--- src/rtl/pmem_burst_writer_if.sv ---
// AXI4 write-only channel bundle (AW, W, B) shared by the packet-memory
// data movers and their slaves.
interface taxi_axi_if #(
  parameter int DATA_W = 64,
  parameter int ADDR_W = 32,
  parameter int ID_W   = 1
) ();
  logic [ID_W-1:0]     awid;
  logic [ADDR_W-1:0]   awaddr;
  logic [7:0]          awlen;
  logic [2:0]          awsize;
  logic [1:0]          awburst;
  logic                awlock;
  logic [3:0]          awcache;
  logic [2:0]          awprot;
  logic [3:0]          awqos;
  logic                awvalid;
  logic                awready;

  logic [DATA_W-1:0]   wdata;
  logic [DATA_W/8-1:0] wstrb;
  logic                wlast;
  logic                wvalid;
  logic                wready;

  logic [1:0]          bresp;
  logic                bvalid;
  logic                bready;

  modport wr_mst (
    output awid, awaddr, awlen, awsize, awburst, awlock, awcache, awprot, awqos, awvalid,
    input  awready,
    output wdata, wstrb, wlast, wvalid,
    input  wready,
    input  bresp, bvalid,
    output bready
  );

  modport wr_slv (
    input  awid, awaddr, awlen, awsize, awburst, awlock, awcache, awprot, awqos, awvalid,
    output awready,
    input  wdata, wstrb, wlast, wvalid,
    output wready,
    output bresp, bvalid,
    input  bready
  );
endinterface

--- src/rtl/pmem_burst_writer.sv ---
// AXI4 burst write master for the packet-memory data mover: splits a
// (address, word count) command into INCR bursts, one outstanding at a time.
module pmem_burst_writer #(
  parameter int DATA_W        = 64,
  parameter int ADDR_W        = 32,
  parameter int LEN_W         = 16,
  parameter int MAX_BURST_LEN = 16
) (
  input  logic              core_clk,
  input  logic              core_rst,
  input  logic              cmd_valid,
  output logic              cmd_ready,
  input  logic [ADDR_W-1:0] cmd_addr,
  input  logic [LEN_W-1:0]  cmd_len,
  input  logic [DATA_W-1:0] s_tdata,
  input  logic              s_tvalid,
  output logic              s_tready,
  output logic              busy,
  output logic              done,
  output logic              error,
  taxi_axi_if.wr_mst        m_axi_wr
);

  localparam int BPB  = DATA_W / 8;
  localparam int SIZE = $clog2(BPB);
  localparam int CW   = (LEN_W > 13) ? LEN_W : 13;
  localparam logic [ADDR_W-1:0] ALIGN_MASK = ~ADDR_W'(BPB - 1);

  localparam logic [2:0] ST_IDLE = 3'd0;
  localparam logic [2:0] ST_CALC = 3'd1;
  localparam logic [2:0] ST_AW   = 3'd2;
  localparam logic [2:0] ST_W    = 3'd3;
  localparam logic [2:0] ST_B    = 3'd4;
  localparam logic [2:0] ST_DONE = 3'd5;

  logic [2:0]        state;
  logic [ADDR_W-1:0] addr;
  logic [LEN_W-1:0]  remaining;
  logic [8:0]        beats;
  logic [8:0]        beat_cnt;
  logic              error_q;
  logic [8:0]        calc_beats;
  logic [12:0]       room;
  logic [CW-1:0]     lim;
  logic [ADDR_W-1:0] burst_bytes;

  // Burst size is the smallest of what is left, the burst cap, and the
  // beats remaining before the next 4 KB page boundary.
  always_comb begin
    room = (13'd4096 - {1'b0, addr[11:0]}) >> SIZE;
    lim  = CW'(MAX_BURST_LEN);
    if (CW'(room) < lim)      lim = CW'(room);
    if (CW'(remaining) < lim) lim = CW'(remaining);
    calc_beats = 9'(lim);
  end

  assign burst_bytes = ADDR_W'(beats) << SIZE;

  always_ff @(posedge core_clk) begin
    if (core_rst) begin
      state     <= ST_IDLE;
      addr      <= '0;
      remaining <= '0;
      beats     <= '0;
      beat_cnt  <= '0;
      error_q   <= 1'b0;
    end else begin
      case (state)
        ST_IDLE: begin
          if (cmd_valid) begin
            addr      <= cmd_addr & ALIGN_MASK;
            remaining <= cmd_len;
            error_q   <= 1'b0;
            state     <= (cmd_len == '0) ? ST_DONE : ST_CALC;
          end
        end
        ST_CALC: begin
          beats <= calc_beats;
          state <= ST_AW;
        end
        ST_AW: begin
          if (m_axi_wr.awready) begin
            beat_cnt <= beats;
            state    <= ST_W;
          end
        end
        ST_W: begin
          if (s_tvalid && m_axi_wr.wready) begin
            beat_cnt <= beat_cnt - 9'd1;
            if (beat_cnt == 9'd1) state <= ST_B;
          end
        end
        ST_B: begin
          // A failed burst is recorded but the rest of the command still runs.
          if (m_axi_wr.bvalid) begin
            if (m_axi_wr.bresp != 2'b00) error_q <= 1'b1;
            addr      <= addr + burst_bytes;
            remaining <= remaining - LEN_W'(beats);
            state     <= (remaining == LEN_W'(beats)) ? ST_DONE : ST_CALC;
          end
        end
        ST_DONE: state <= ST_IDLE;
        default: state <= ST_IDLE;
      endcase
    end
  end

  assign cmd_ready = (state == ST_IDLE);
  assign busy      = (state == ST_CALC) || (state == ST_AW) || (state == ST_W) || (state == ST_B);
  assign done      = (state == ST_DONE);
  assign error     = error_q;

  assign m_axi_wr.awid    = '0;
  assign m_axi_wr.awaddr  = addr;
  assign m_axi_wr.awlen   = 8'(beats - 9'd1);
  assign m_axi_wr.awsize  = 3'(SIZE);
  assign m_axi_wr.awburst = 2'b01;
  assign m_axi_wr.awlock  = 1'b0;
  assign m_axi_wr.awcache = 4'b0011;
  assign m_axi_wr.awprot  = 3'b000;
  assign m_axi_wr.awqos   = 4'b0000;
  assign m_axi_wr.awvalid = (state == ST_AW);

  // Write data flows straight through so a stall on either side costs no buffering.
  assign m_axi_wr.wdata  = s_tdata;
  assign m_axi_wr.wstrb  = '1;
  assign m_axi_wr.wlast  = (state == ST_W) && (beat_cnt == 9'd1);
  assign m_axi_wr.wvalid = (state == ST_W) && s_tvalid;
  assign s_tready        = (state == ST_W) && m_axi_wr.wready;

  assign m_axi_wr.bready = (state == ST_B);

endmodule
--- src/flat_wrapper.sv ---
// flat-port wrapper written by rule: the top's interface ports become plain ports
module pmem_burst_writer_flat 
#(
  parameter int DATA_W        = 64,
  parameter int ADDR_W        = 32,
  parameter int LEN_W         = 16,
  parameter int MAX_BURST_LEN = 16
)
  (core_clk, core_rst, cmd_valid, cmd_ready, cmd_addr, cmd_len, s_tdata, s_tvalid, s_tready, busy, done, error, m_axi_wr_awid, m_axi_wr_awaddr, m_axi_wr_awlen, m_axi_wr_awsize, m_axi_wr_awburst, m_axi_wr_awlock, m_axi_wr_awcache, m_axi_wr_awprot, m_axi_wr_awqos, m_axi_wr_awvalid, m_axi_wr_awready, m_axi_wr_wdata, m_axi_wr_wstrb, m_axi_wr_wlast, m_axi_wr_wvalid, m_axi_wr_wready, m_axi_wr_bresp, m_axi_wr_bvalid, m_axi_wr_bready);
  taxi_axi_if #(.DATA_W(DATA_W), .ADDR_W(ADDR_W)) m_axi_wr_i ();
  input  logic core_clk;
  input  logic core_rst;
  input  logic cmd_valid;
  output logic cmd_ready;
  input  logic [ADDR_W-1:0] cmd_addr;
  input  logic [LEN_W-1:0] cmd_len;
  input  logic [DATA_W-1:0] s_tdata;
  input  logic s_tvalid;
  output logic s_tready;
  output logic busy;
  output logic done;
  output logic error;
  output wire logic [$bits(m_axi_wr_i.awid)-1:0] m_axi_wr_awid;
  output wire logic [$bits(m_axi_wr_i.awaddr)-1:0] m_axi_wr_awaddr;
  output wire logic [$bits(m_axi_wr_i.awlen)-1:0] m_axi_wr_awlen;
  output wire logic [$bits(m_axi_wr_i.awsize)-1:0] m_axi_wr_awsize;
  output wire logic [$bits(m_axi_wr_i.awburst)-1:0] m_axi_wr_awburst;
  output wire logic [$bits(m_axi_wr_i.awlock)-1:0] m_axi_wr_awlock;
  output wire logic [$bits(m_axi_wr_i.awcache)-1:0] m_axi_wr_awcache;
  output wire logic [$bits(m_axi_wr_i.awprot)-1:0] m_axi_wr_awprot;
  output wire logic [$bits(m_axi_wr_i.awqos)-1:0] m_axi_wr_awqos;
  output wire logic [$bits(m_axi_wr_i.awvalid)-1:0] m_axi_wr_awvalid;
  input wire logic [$bits(m_axi_wr_i.awready)-1:0] m_axi_wr_awready;
  output wire logic [$bits(m_axi_wr_i.wdata)-1:0] m_axi_wr_wdata;
  output wire logic [$bits(m_axi_wr_i.wstrb)-1:0] m_axi_wr_wstrb;
  output wire logic [$bits(m_axi_wr_i.wlast)-1:0] m_axi_wr_wlast;
  output wire logic [$bits(m_axi_wr_i.wvalid)-1:0] m_axi_wr_wvalid;
  input wire logic [$bits(m_axi_wr_i.wready)-1:0] m_axi_wr_wready;
  input wire logic [$bits(m_axi_wr_i.bresp)-1:0] m_axi_wr_bresp;
  input wire logic [$bits(m_axi_wr_i.bvalid)-1:0] m_axi_wr_bvalid;
  output wire logic [$bits(m_axi_wr_i.bready)-1:0] m_axi_wr_bready;
  assign m_axi_wr_awid = m_axi_wr_i.awid;
  assign m_axi_wr_awaddr = m_axi_wr_i.awaddr;
  assign m_axi_wr_awlen = m_axi_wr_i.awlen;
  assign m_axi_wr_awsize = m_axi_wr_i.awsize;
  assign m_axi_wr_awburst = m_axi_wr_i.awburst;
  assign m_axi_wr_awlock = m_axi_wr_i.awlock;
  assign m_axi_wr_awcache = m_axi_wr_i.awcache;
  assign m_axi_wr_awprot = m_axi_wr_i.awprot;
  assign m_axi_wr_awqos = m_axi_wr_i.awqos;
  assign m_axi_wr_awvalid = m_axi_wr_i.awvalid;
  assign m_axi_wr_i.awready = m_axi_wr_awready;
  assign m_axi_wr_wdata = m_axi_wr_i.wdata;
  assign m_axi_wr_wstrb = m_axi_wr_i.wstrb;
  assign m_axi_wr_wlast = m_axi_wr_i.wlast;
  assign m_axi_wr_wvalid = m_axi_wr_i.wvalid;
  assign m_axi_wr_i.wready = m_axi_wr_wready;
  assign m_axi_wr_i.bresp = m_axi_wr_bresp;
  assign m_axi_wr_i.bvalid = m_axi_wr_bvalid;
  assign m_axi_wr_bready = m_axi_wr_i.bready;
  pmem_burst_writer #(.DATA_W(DATA_W), .ADDR_W(ADDR_W), .LEN_W(LEN_W), .MAX_BURST_LEN(MAX_BURST_LEN)) u_core (.core_clk(core_clk), .core_rst(core_rst), .cmd_valid(cmd_valid), .cmd_ready(cmd_ready), .cmd_addr(cmd_addr), .cmd_len(cmd_len), .s_tdata(s_tdata), .s_tvalid(s_tvalid), .s_tready(s_tready), .busy(busy), .done(done), .error(error), .m_axi_wr(m_axi_wr_i));
endmodule
--- config.mk ---
export PLATFORM = sky130hd
export DESIGN_NAME = pmem_burst_writer_flat
export DESIGN_NICKNAME = d
export VERILOG_FILES = /design/src/rtl/pmem_burst_writer_if.sv /design/src/rtl/pmem_burst_writer.sv /design/src/flat_wrapper.sv
export SDC_FILE = /design/constraint.sdc
export NUM_CORES = 1
export LEC_CHECK = 0
export ABC_AREA = 1
export ABC_CLOCK_PERIOD_IN_PS = 4900
export BUFFER_PORTS_ARGS = -buffer_cell sky130_fd_sc_hd__clkbuf_2
export CAP_MARGIN = 20
export CORE_MARGIN = 5
export CORE_UTILIZATION = 53
export CTS_CLUSTER_SIZE = 30
export DETAILED_ROUTE_END_ITERATION = 7
export GPL_TIMING_DRIVEN = 0
export PLACE_DENSITY_LB_ADDON = 0.15
export SLEW_MARGIN = 20
export SYNTH_ARGS = -nofsm -noshare
export SYNTH_HDL_FRONTEND = slang
export SYNTH_SLANG_ARGS = --single-unit
--- constraint.sdc ---
create_clock -name core_clk -period 4.9 [get_ports core_clk]
set_input_delay 0.98 -clock core_clk [delete_from_list [all_inputs] [get_ports core_clk]]
set_output_delay 0.98 -clock core_clk [all_outputs]
set_load 0.05 [all_outputs]
==> results.json <==
{
  "start_kind": "flip-flop",
  "cts_htree_levels": 3,
  "fin_worst_skew_ns": 0.00850,
  "max_cap_viol_count": 0,
  "grt_first_pass_wirelength_um": 30100,
  "track_usage_pct": 28.2,
  "p_int_mw": 2.14,
  "place_worst_setup_slack_ns": 1.76,
  "post-route-min-period_ns": 3.49,
  "cp.required_ns": 3.92,
  "post-cts-setup-buffers": 0,
  "wire_per_inst_um": 15.8,
  "yosys.area.top_type": "sky130_fd_sc_hd__dfxtp_1",
  "synth_async_sr_flop_share_pct": 0,
  "total_switching_power_mw": 2.74,
  "clock_tree_sinks": 67,
  "grt_max_degree": 11,
  "clock_transition_at_the_register_clock_pins_on_the_worst_setup_and_hold_paths_after_cts_ns": 0.06,
  "crit-reg2reg-launch": "u_core.m_axi_wr.awaddr[3]",
  "vias_per_cell": 5.23,
  "tritoncts_clock_tree": "yes",
  "antenna_cells": 0,
  "status": "finished, final reports clean",
  "reg2reg_to": "u_core.beats[0]",
  "crit_path_max_fanout": 10,
  "utilization_pct": 67.3,
  "power.switching_fraction_pct": 56.2,
  "drive_gt1_share_pct": 30.6,
  "cts-hold-fix-buffers": 0,
  "worst-setup-path-type": "flip-flop to primary output",
  "setup-violations-final": 0,
  "netlist.area_leader.share_pct": 22.6,
  "drt_first_pass_iters": 5,
  "synth_area_leaders": "sky130_fd_sc_hd__dfxtp_1 23%, sky130_fd_sc_hd__buf_4 12%, sky130_fd_sc_hd__nand2_1 11%, sky130_fd_sc_hd__ha_1 6.7%, sky130_fd_sc_hd__nor2_1 5.3%",
  "post-route-cell-area_mm2": 0.00736,
  "timing.hold.ws_ns": 0.497,
  "port_buffers": 162,
  "floorplan.die.height_um": 116,
  "worstPathCellList": "nor2_1 > inv_2 > nor2_1 > inv_1 > clkbuf_1 > clkbuf_1 > nand3_1 > clkbuf_2",
  "initial_antenna_violation_count": 0,
  "synth_edf_count": 0,
  "cpLargestDelayFamily": "buffers and inverters",
  "seq_area_frac_synth_pct": 22.6,
  "powerDensity_mw_per_mm2": 662,
  "final_count_of_hold_timing_violations": 0,
  "share_of_power_burned_in_the_clock_network_pct": 14.3,
  "critPathArrivalTime_ns": 2.51,
  "final_critical_path_setup_slack_ns": 1.41,
  "worstSetupEndpointType": "primary output",
  "dp.cells": 1205,
  "most_used_dff_post_synth": "sky130_fd_sc_hd__dfxtp_1",
  "insertion_delay_ns": 0.34,
  "synth.lib_cells_used.distinct": 57,
  "grt.overflow.total": 0,
  "last_weighted_congestion_value_of_the_routability_driven_placer": 0.957,
  "worst_ir_drop_vdd_mv": 0.878,
  "final_net_count": 1231,
  "detailedPlacementHpwl_um": 15300,
  "drt-total-wl_um": 19200,
  "post_cts.resized_instances": 0,
  "chipWidth_um": 116,
  "setup_total_negative_slack_ns": 0,
  "boundaryPins": 260,
  "synth.cells.most_frequent": "168 x sky130_fd_sc_hd__nand2_1, 94 x sky130_fd_sc_hd__buf_4, 84 x sky130_fd_sc_hd__nor2_1",
  "cts-buffers-inserted": 9,
  "hold_path.startpoint": "u_core.error",
  "holdPathStages": 2,
  "critical_path_cell_with_the_highest_stage_delay": "sky130_fd_sc_hd__clkbuf_1",
  "ctsLongestPathBuffers": 2,
  "rsz0062_at_grt": "no",
  "layout_area_growth_over_synthesis_pct": 23.9,
  "start_util_pct": 54.3,
  "cp_slowest_stage_delay_ns": 0.55,
  "p_comb_share_pct": 66.0,
  "maxClockFrequency_mhz": 286,
  "timing.hold.worst_endpoint": "u_core.error",
  "cts_root_buffer": "sky130_fd_sc_hd__clkbuf_16",
  "fp-row-count": 38,
  "slew_headroom_pct": 49.8,
  "syn-cell-area_mm2": 0.00594,
  "final_antenna_net_count": 0,
  "critPathBufInv": 5,
  "synthesis.instances": 871,
  "syn_area_per_cell_um2": 6.82,
  "via_count": 6382,
  "drcViolationCount": 0,
  "design_power_total_mw": 4.88,
  "layout_worst_path_cycle_share_pct": 71.3,
  "min_path_type": "flip-flop to flip-flop",
  "first_global_vias": 6098,
  "die_area_mm2": 0.0134,
  "worst-slew-pin-transition_ns": 0.752,
  "drt-initial-drc-count": 584,
  "synth-seq-cells": 67,
  "r2r.worst_path.cells": 20,
  "placeableCoreArea_mm2": 0.0109,
  "setup.reg_to_reg.worst_slack_ns": 2.09,
  "library_cell_with_the_highest_instance_count_after_synthesis": "sky130_fd_sc_hd__nand2_1",
  "detailed_place.area_mm2": 0.00705,
  "yosys_warning_total": 0,
  "report.final.slew_viol_count": 0,
  "final_cell_count_no_fill": 1220,
  "power_share_of_the_sequential_group_pct": 19.7,
  "fillCellCount": 1018,
  "power.leakage_nw": 3.55
}
[power by group through the flow]
stage,Clock [mW],Combinational (mW),Sequential (mW)
floorplan,0,2.24,1.18
finish,0.697,3.22,0.959
global route,0.725,3.50,0.985
detailed placement,0,3.18,0.962
CTS,0.701,3.20,0.953
global placement,0,3.14,0.963
[sequential cells by signal (all words and copies together), names as in the netlist]
name,count
u_core.remaining,16
u_core.state,3
u_core.beat_cnt,9
u_core.error,1
u_core.m_axi_wr.awaddr,29
u_core.beats,9
[routing by layer]
metal | routed length [um] | GRT usage, % | part of all wire, % | vias to the layer above
li1 | - | - | - | 3181
met1 | 7880 | 35.1 | 41 | 2841
met2 | 9030 | 47.8 | 47 | 314
met3 | 1660 | 5.85 | 8.6 | 46
met4 | 650 | 10.8 | 3.4 | 0
met5 | 0 | 0 | 0 | -
[cells in the final DEF, fill, tap and decap left out, drive strengths merged, types with 2 or more instances in the layout]
master / Yosys / final
nand4: 11 / 11
conb: 2 / 34
a31oi: 10 / 10
o221ai: 4 / 4
a211oi: 9 / 9
xor2: 16 / 16
dfxtp: 67 / 67
nand2: 175 / 175
fa: 2 / 2
and2: 2 / 2
inv: 85 / 85
nor4: 7 / 7
clkinv: 3 / 3
a21oi: 72 / 72
a221oi: 3 / 3
ha: 32 / 32
nor2: 90 / 90
nor3: 20 / 20
buf: 106 / 106
nand3: 45 / 45
o211ai: 10 / 10
or2: 6 / 6
nand3b: 4 / 4
o221a: 4 / 4
o21bai: 4 / 4
clkbuf: 12 / 188
o21ai: 45 / 45
xnor2: 17 / 17
[worst max-delay path by stage]
stage | from | endpoint | slack (ns) | cells past startpoint
3_3_place_gp | u_core.state[0] | busy | 1.79 | 8
4_1_cts | u_core.state[0] | busy | 1.40 | 8
3_5_place_dp | u_core.state[0] | busy | 1.76 | 8
6_report | u_core.state[0] | busy | 1.41 | 8
2_1_floorplan | u_core.beats[0] | m_axi_wr_awlen[6] | 1.90 | 5
5_1_grt | u_core.state[0] | busy | 1.19 | 8
[worst reg2reg max path, cell delays in order, from the launching register on]
cell and delay, ns:
sky130_fd_sc_hd__dfxtp_1 0.46, sky130_fd_sc_hd__inv_1 0.15, sky130_fd_sc_hd__ha_1 0.23, sky130_fd_sc_hd__nand3_1 0.10
sky130_fd_sc_hd__nand3_2 0.07, sky130_fd_sc_hd__nor2_1 0.14, sky130_fd_sc_hd__and2_1 0.15, sky130_fd_sc_hd__buf_2 0.17
sky130_fd_sc_hd__nand3_1 0.11, sky130_fd_sc_hd__ha_1 0.31, sky130_fd_sc_hd__nand2_1 0.06, sky130_fd_sc_hd__inv_1 0.03
sky130_fd_sc_hd__nand2_1 0.05, sky130_fd_sc_hd__nand2_1 0.05, sky130_fd_sc_hd__nand2_1 0.07, sky130_fd_sc_hd__nand2_2 0.06
sky130_fd_sc_hd__nand2_4 0.11, sky130_fd_sc_hd__nand2_4 0.08, sky130_fd_sc_hd__nand2_1 0.09, sky130_fd_sc_hd__nand3_1 0.09
sky130_fd_sc_hd__a21oi_1 0.14
[layout make-up]
cell class / count / area (um2) / share of cell area (%)
timing repair buffer: 162 / 811 / 11.0
tap: 140 / 175 / 2.38
clock inverter: 1 / 30.0 / 0.408
sequential: 67 / 1340 / 18.2
clock buffer: 14 / 284 / 3.86
multi-input combinational: 630 / 3560 / 48.4
buffer: 118 / 823 / 11.2
inverter: 88 / 332 / 4.50
[logic make-up after synthesis]
group                      count (synthesis)  share of synthesized area (%)
AOI/OAI and AO/OA                        167                           18.4
xor gates and xnor gates                  33                           4.87
adders and majority gates                 34                           7.41
buffers and inverters                    206                           19.4
DFF                                       67                           22.6
other                                      2                          0.126
and+or+nand+nor                          362                           27.2
(Power assumes the default switching activity.)
